[src/rtl/tag_stream_writer.sv]
`default_nettype none
// +---------------------------------------------------------------------------+
// | tag_stream_writer: skid-buffered stream to tagged cache-FIFO writer with   |
// | credit-limited outstanding count and flush/drain tag restart.             |
// | Optional stats outputs under TAG_STREAM_WRITER_STATS_EN. Revision: 1.0    |
// +---------------------------------------------------------------------------+
module tag_stream_writer #(
  parameter int DATA_WIDTH      = 32,
  parameter int TAG_WIDTH       = 8,
  parameter int MAX_OUTSTANDING = 16,
  parameter int TAG_INIT        = 0
) (
  input  logic                                 clk,
  input  logic                                 rst,
  input  logic                                 s_valid,
  input  logic [DATA_WIDTH-1:0]                s_data,
  output logic                                 s_ready,
  output logic                                 m_wr_en,
  output logic [DATA_WIDTH-1:0]                m_wr_data,
  output logic [TAG_WIDTH-1:0]                 m_wr_tag,
  input  logic                                 m_wr_ready,
  output logic                                 tag_valid,
  output logic [TAG_WIDTH-1:0]                 tag_out,
  input  logic                                 rel_en,
  input  logic                                 flush,
  output logic [$clog2(MAX_OUTSTANDING):0]     outstanding,
  output logic                                 stall,
  output logic                                 busy
`ifdef TAG_STREAM_WRITER_STATS_EN
  ,
  output logic [31:0]                          words_written,
  output logic [31:0]                          stall_cycles
`endif
);

  localparam int                 OW      = $clog2(MAX_OUTSTANDING) + 1;
  localparam logic [OW-1:0]      MAX_OUT = OW'(MAX_OUTSTANDING);
  localparam logic [TAG_WIDTH-1:0] TAG_RST = TAG_WIDTH'(TAG_INIT);

  typedef enum logic [0:0] {
    RUN   = 1'b0,
    DRAIN = 1'b1
  } state_t;

  state_t                 state;
  state_t                 state_nxt;
  logic [1:0]             entries;
  logic [DATA_WIDTH-1:0]  buf0;
  logic [DATA_WIDTH-1:0]  buf1;
  logic [TAG_WIDTH-1:0]   tag_cnt;
  logic                   wr;
  logic                   accept;
  logic                   rel_eff;
  logic                   drain_done;

  always_ff @(posedge clk) begin
    if (rst) begin
      state <= RUN;
    end else begin
      state <= state_nxt;
    end
  end

  always_comb begin
    state_nxt  = state;
    s_ready    = 1'b0;
    wr         = 1'b0;
    accept     = 1'b0;
    rel_eff    = 1'b0;
    drain_done = 1'b0;
    m_wr_en    = 1'b0;
    m_wr_data  = buf0;
    m_wr_tag   = tag_cnt;
    tag_valid  = 1'b0;
    tag_out    = tag_cnt;
    stall      = 1'b0;
    busy       = 1'b0;

    // s_ready is a pure function of registers so upstream never sees a comb loop
    s_ready    = (entries < 2'd2) && (state == RUN);
    wr         = (entries != 2'd0) && m_wr_ready && (outstanding < MAX_OUT);
    accept     = s_valid && s_ready;
    rel_eff    = rel_en && (outstanding != '0);
    drain_done = (state == DRAIN) && (entries == 2'd0);

    m_wr_en    = wr;
    tag_valid  = wr;
    stall      = (entries != 2'd0) && !wr;
    busy       = (state == DRAIN) || (entries != 2'd0);

    case (state)
      RUN:     if (flush)      state_nxt = DRAIN;
      DRAIN:   if (drain_done) state_nxt = RUN;
      default: state_nxt = RUN;
    endcase
  end

  always_ff @(posedge clk) begin
    if (rst) begin
      entries     <= 2'd0;
      tag_cnt     <= TAG_RST;
      outstanding <= '0;
    end else begin
      case ({accept, wr})
        2'b10:   entries <= entries + 2'd1;
        2'b01:   entries <= entries - 2'd1;
        default: entries <= entries;
      endcase

      // drain_done implies an empty buffer, so it never coincides with a write
      if (drain_done) begin
        tag_cnt <= TAG_RST;
      end else if (wr) begin
        tag_cnt <= tag_cnt + TAG_WIDTH'(1);
      end

      if (wr && !rel_eff) begin
        outstanding <= outstanding + OW'(1);
      end else if (!wr && rel_eff) begin
        outstanding <= outstanding - OW'(1);
      end
    end
  end

  // Data registers need no reset: entries alone decides what is valid
  always_ff @(posedge clk) begin
    if (wr) begin
      buf0 <= (entries == 2'd2) ? buf1 : s_data;
    end else if (accept && (entries == 2'd0)) begin
      buf0 <= s_data;
    end
    if (accept && !wr && (entries == 2'd1)) begin
      buf1 <= s_data;
    end
  end

`ifdef TAG_STREAM_WRITER_STATS_EN
  always_ff @(posedge clk) begin
    if (rst) begin
      words_written <= '0;
      stall_cycles  <= '0;
    end else begin
      if (wr && (words_written != 32'hFFFF_FFFF)) begin
        words_written <= words_written + 32'd1;
      end
      if (stall && (stall_cycles != 32'hFFFF_FFFF)) begin
        stall_cycles <= stall_cycles + 32'd1;
      end
    end
  end
`endif

endmodule
`default_nettype wire

[config.mk]
export PLATFORM = sky130hd
export DESIGN_NAME = tag_stream_writer
export DESIGN_NICKNAME = d
export VERILOG_FILES = /design/src/rtl/tag_stream_writer.sv
export SDC_FILE = /design/constraint.sdc
export NUM_CORES = 1
export LEC_CHECK = 0
export ABC_AREA = 1
export CAP_MARGIN = 20
export CORE_UTILIZATION = 52
export CTS_CLUSTER_SIZE = 10
export DETAILED_ROUTE_END_ITERATION = 10
export PLACE_DENSITY_LB_ADDON = 0.25
export SETUP_SLACK_MARGIN = 0.3
export SLEW_MARGIN = 20
export SYNTH_ARGS = -nofsm -noshare
export SYNTH_HDL_FRONTEND = slang
export SYNTH_SLANG_ARGS = --single-unit
[constraint.sdc]
create_clock -name clk -period 7.9 [get_ports clk]
set_input_delay 1.58 -clock clk [delete_from_list [all_inputs] [get_ports clk]]
set_output_delay 1.58 -clock clk [all_outputs]
set_load 0.1 [all_outputs]
==> impl_metrics.csv, run 1 <==
group,metric,value,unit
worst_setup_path,crit_arrival,3.60,ns
worst_setup_path,crit_top_cell,"clkdlybuf4s50_1",
grt,grt_pass1_wl,11200,um
finish,utilization,72.8,%
placed_design,routabilityCongestion,0.785,
synth,yosysSeqAreaShare,64.0,%
outcome,violations,"design-rule violations",
route,totalWireLength,6980,um
timing,max_freq,0.193,GHz
clocking,cts_root_buf,"clkbuf_8",
grt,grt_overflow_total,0,
run,max_cap_violations,0,
die,core.rowCount,29,
timing,hold_violations,0,
route,dr.pass1.iters,8,
placed_design,hpwl,4610,um
finish,final_cell_mix,"95 x clkdlybuf4s50_1, 92 x nand2_1, 64 x edfxtp_1",
outcome,status,"complete, but fails checks",
worst_setup_path,worstReg2RegStart,"entries[0]",
hold_path,hold_depth,1,
timing,fin_crit,5.18,ns
clocking,clkSlewWorstSetupHoldPaths,0.07,ns
clocking,cts_buffers,9,
clocking,worstSkewPairLatency,0.34,ns
pwr,power_density,438,nW/um2
timing,finalSetupTns,0,ns
clocking,cts-resized-gates,0,
worst_setup_path,required,6.32,ns
worst_setup_path,critPathLaunchType,"primary input",
die,fp.dieH,84.1,um
grt,antenna_found_initial,0,
hold_path,hp-class,"reg2reg",
worst_setup_path,rr_worst_depth,14,
worst_setup_path,slowest_stage,"clkdlybuf4s50_1",
finish,num-nets-final,460,
finish,drive_above_1_share,6.02,%
die,initial_core_util,54.5,%
pwr,peakVddDrop,0.369,mV
route,ant_nets,0,
worst_setup_path,cp_cell_sequence,"clkdlybuf4s50_1 -> nand2_1 -> nor2_4 -> clkdlybuf4s50_1",
grt,grtUsageTotal,20.8,%
timing,fin_skew,0.00826,ns
worst_setup_path,rrSetupSlack,5.50,ns
synth,ys_warn_count,0,
finish,stdcell_count,492,
synth,yosysUniqueCellTypes,23,
finish,layout_commonest_cell,"clkdlybuf4s50_1",
timing,slew_headroom,30.7,%
route,drt-initial-drc-count,201,
grt,grt_pass1_vias,2405,
worst_setup_path,crit_fanout,10,
clocking,ctsHtreeMaxLevel,3,
synth,syn_inst,321,
worst_setup_path,r2r-end,"outstanding[4]",
clocking,cts_setup_buffers,0,
grt,grt_max_degree,40,
synth,ys_ff_latch,80,
hold_path,min_to,"outstanding[0]",
placed_design,place_inst,476,
worst_setup_path,cpPeakStageDelay,1.18,ns
timing,layout_worst_path_cycle_share,65.5,%
timing,worst_pin_slew,1.04,ns
finish,num_antenna_cells,0,
die,dieArea,7060,um2
die,die_w,84.1,um
route,post-route-drc-count,14,
synth,synth_area_per_cell,10.9,um2
synth,synth_nets,371,
worst_setup_path,critPathCaptureType,"output pin",
timing,slew_viol_final,0,
clocking,cts_max_path_buffers,2,
hold_path,hp-start,"outstanding[0]",
route,vias,2507,
clocking,hold_buffers,0,
timing,setup_viol,0,
die,ios,96,
finish,area_growth,33.5,%
synth,netlist_area,3500,um2
timing,rsz0062_at_grt,"false",
route,wl_per_cell,14.2,um
die,coreArea,6420,um2
worst_setup_path,critPathKind,"in2out",
clocking,cts.sinks,80,
placed_design,numPortBuffers,95,
route,via_per_inst,5.10,
pwr,leakage,1.79,nW
clocking,cts_tree,"yes",
[power by group]
part | switching (W) | internal [W]
clock network | 0.000145 | 0.000243
logic | 0.000820 | 0.000225
registers | 0.0000382 | 0.000576
total | 0.00100 | 0.00104
[cells in the mapped netlist]
library cell | n | area share, %
a21oi_1 | 13 | 1.9
buf_2 | 2 | 0.29
buf_4 | 10 | 2.1
buf_8 | 4 | 1.7
clkbuf_2 | 3 | 0.43
dfxtp_1 | 16 | 9.1
edfxtp_1 | 64 | 55
fa_1 | 1 | 0.57
ha_1 | 11 | 3.9
inv_1 | 29 | 3.1
inv_2 | 2 | 0.21
nand2_1 | 92 | 9.9
nand3_1 | 9 | 1.3
nand3_4 | 1 | 0.50
nand4_1 | 3 | 0.54
nor2_1 | 12 | 1.3
nor2_4 | 3 | 0.96
o21ai_0 | 12 | 1.7
o21ai_1 | 27 | 3.9
o21ai_2 | 1 | 0.25
or2_2 | 1 | 0.18
xnor2_1 | 3 | 0.75
xor2_1 | 2 | 0.50
[worst max path at each step]
stage / start / to
after floorplan: m_wr_ready / stall
after CTS: m_wr_ready / tag_valid
after global placement: m_wr_ready / m_wr_en
after global routing: m_wr_ready / m_wr_en
after detailed placement: m_wr_ready / tag_valid
final: m_wr_ready / tag_valid
[through the flow]
step | total power (W) | setup slack, ns | area, um2 | hold slack, ns
after floorplan | 0.00146 | 3.12 | 3500 | 0.488
after global placement | 0.00166 | 2.73 | 4410 | 0.480
after detailed placement | 0.00167 | 2.72 | 4410 | 0.501
after CTS | 0.00206 | 2.71 | 4670 | 0.514
after global routing | 0.00213 | 2.63 | 4670 | 0.537
final | 0.00205 | 2.72 | 4670 | 0.514
[cells by family after synthesis]
kind of cell    share of synthesized area [%]
simple gates                             14.6
xor+xnor                                 1.25
flops                                    64.0
compound gates                           7.68
buf+inv                                  7.90
fa+ha+maj                                4.50
[registers in the layout, summed over array words and instances (netlist names)]
name	count
buf1	32
m_wr_data	32
m_wr_tag	8
outstanding	5
entries	2
state	1
[worst max-delay path, delay by kind of cell]
family	cells	cell delay (ns)
and+or+nand+nor	2	0.32
buffers and inverters	2	1.70
[final cells by class]
type	count	area [um2]
clock buffers	11	131
inverters	31	116
repair buffers	97	966
flip-flops and latches	80	2240
multi-input cells	191	993
fillers	461	1750
well taps	77	96.3
clock inverters	5	129
[layer usage]
layer,routed length (um),global-route usage [%],part of all wire (%),up-vias
met5,0,0,0,-
met4,67,7.05,0.96,0
met3,457,5.93,6.5,4
met2,3430,34.9,49,97
met1,3020,25.9,43,1161
li1,-,-,-,1245
Note: power is estimated with default switching activity, not from simulation.
==> run 2: changes to the inputs <==
- CORE_UTILIZATION: 52 -> 48
- clock period: 7.9 -> 5.1 ns (I/O delays scaled with it)
==> impl_metrics.csv, run 2 (synthesis gave the netlist of run 1 again) <==
group,metric,value,unit
outcome,status,"finished clean",
worst_setup_path,cpPeakStageDelay,1.12,ns
worst_setup_path,crit_arrival,2.39,ns
clocking,cts.sinks,80,
worst_setup_path,required,4.08,ns
finish,fillers,558,
grt,grt_max_degree,40,
worst_setup_path,rr_worst_depth,8,
clocking,ctsHtreeMaxLevel,3,
hold_path,hold_depth,1,
route,drt-initial-drc-count,159,
worst_setup_path,crit_fanout,4,
timing,fin_skew,0.00793,ns
clocking,cts_tree,"yes",
die,coreArea,6910,um2
finish,num_antenna_cells,0,
pwr,leakage,1.76,nW
timing,worst_pin_slew,0.992,ns
timing,rsz0062_at_grt,"false",
grt,grt_pass1_vias,2371,
die,initial_core_util,50.7,%
route,dr.pass1.iters,4,
timing,layout_worst_path_cycle_share,66.9,%
timing,slew_viol_final,0,
pwr,peakVddDrop,0.554,mV
pwr,power_density,654,nW/um2
grt,grtUsageTotal,19.1,%
worst_setup_path,cp_cell_sequence,"inv_1 -> ha_1 -> inv_2 -> or2_2 -> clkdlybuf4s50_1",
timing,max_freq,0.293,GHz
route,vias,2548,
grt,antenna_found_initial,0,
worst_setup_path,critPathCaptureType,"output pin",
timing,slew_headroom,33.6,%
pwr,fin_total_pwr,0.00303,W
clocking,clkSlewWorstSetupHoldPaths,0.08,ns
hold_path,hp-class,"reg2reg",
timing,hold_violations,0,
clocking,cts_root_buf,"clkbuf_8",
route,totalWireLength,6820,um
clocking,worstSkewPairLatency,0.34,ns
route,wl_per_cell,13.3,um
run,max_cap_violations,0,
worst_setup_path,critPathLaunchType,"flip-flop",
timing,setup_viol,0,
finish,drive_above_1_share,7.23,%
die,fp.dieH,87.4,um
route,via_per_inst,4.99,
route,ant_nets,0,
timing,finalSetupTns,0,ns
worst_setup_path,slowest_stage,"clkdlybuf4s50_1",
finish,area_growth,32.5,%
worst_setup_path,critPathKind,"reg2out",
finish,num-nets-final,460,
die,dieArea,7640,um2
clocking,cts_max_path_buffers,2,
placed_design,routabilityCongestion,0.837,
clocking,hold_buffers,0,
clocking,cts_setup_buffers,0,
placed_design,numPortBuffers,95,
clocking,cts-resized-gates,0,
timing,fin_crit,3.41,ns
grt,grt_overflow_total,0,
die,core.rowCount,30,
die,die_w,87.4,um
grt,grt_pass1_wl,10900,um
placed_design,hpwl,4720,um
finish,final_cell_mix,"92 x nand2_1, 92 x clkdlybuf4s50_1, 64 x edfxtp_1",
clocking,cts_buffers,9,
route,post-route-drc-count,0,
die,ios,96,
## run 2: power by group
group | internal (W) | switching [W]
Clock | 0.000230 | 0.000239
Sequential | 0.000892 | 0.0000561
Combinational | 0.000348 | 0.00127
Total | 0.00147 | 0.00156
## run 2: per-layer routing
layer / global-route usage (%) / share of wire, % / up-vias
met5: 0 / 0 / -
met4: 9.24 / 1.9 / 0
met3: 3.79 / 6.3 / 14
met2: 30.8 / 48 / 99
met1: 24.8 / 44 / 1190
li1: - / - / 1245
## run 2: path summary, 6_finish.rpt
check / startpoint / to / slack [ns]
hold / removal: outstanding[0] / outstanding[0] / 0.52
setup / recovery: entries[0] / busy / 1.69
hold reg to reg: outstanding[0] / outstanding[0] / 0.52
setup reg to reg: entries[0] / buf1[1] / 2.57
## run 2: stage by stage
stage	utilization (%)	cell area [um2]	std cells	worst slack, ns	hold slack, ns
after detailed placement	64.3	4440	495	1.79	0.505
after global placement	64.0	4420	494	1.66	0.488
after CTS	67.2	4640	511	1.67	0.515
after global routing	67.2	4640	511	1.58	0.541
after floorplan	-	3500	321	0.423	0.488
final	67.2	4640	511	1.69	0.519
## run 2: worst max-delay path, delay by kind of cell, from the launching register on
kind          cells  cell delay (ns)
fa+ha+maj         1             0.25
flops             1             0.34
buf+inv           3             1.33
simple gates      1             0.13
## run 2: final cells by class
| cell class | instances | area, um2 | share of cell area [%] |
|---|---|---|---|
| Clock buffer | 9 | 124 | 2.67 |
| Clock inverter | 7 | 76.3 | 1.65 |
| Inverter | 31 | 116 | 2.51 |
| Multi-Input combinational cell | 191 | 993 | 21.4 |
| Sequential cell | 80 | 2240 | 48.3 |
| Tap cell | 96 | 120 | 2.59 |
| Timing Repair Buffer | 97 | 966 | 20.8 |
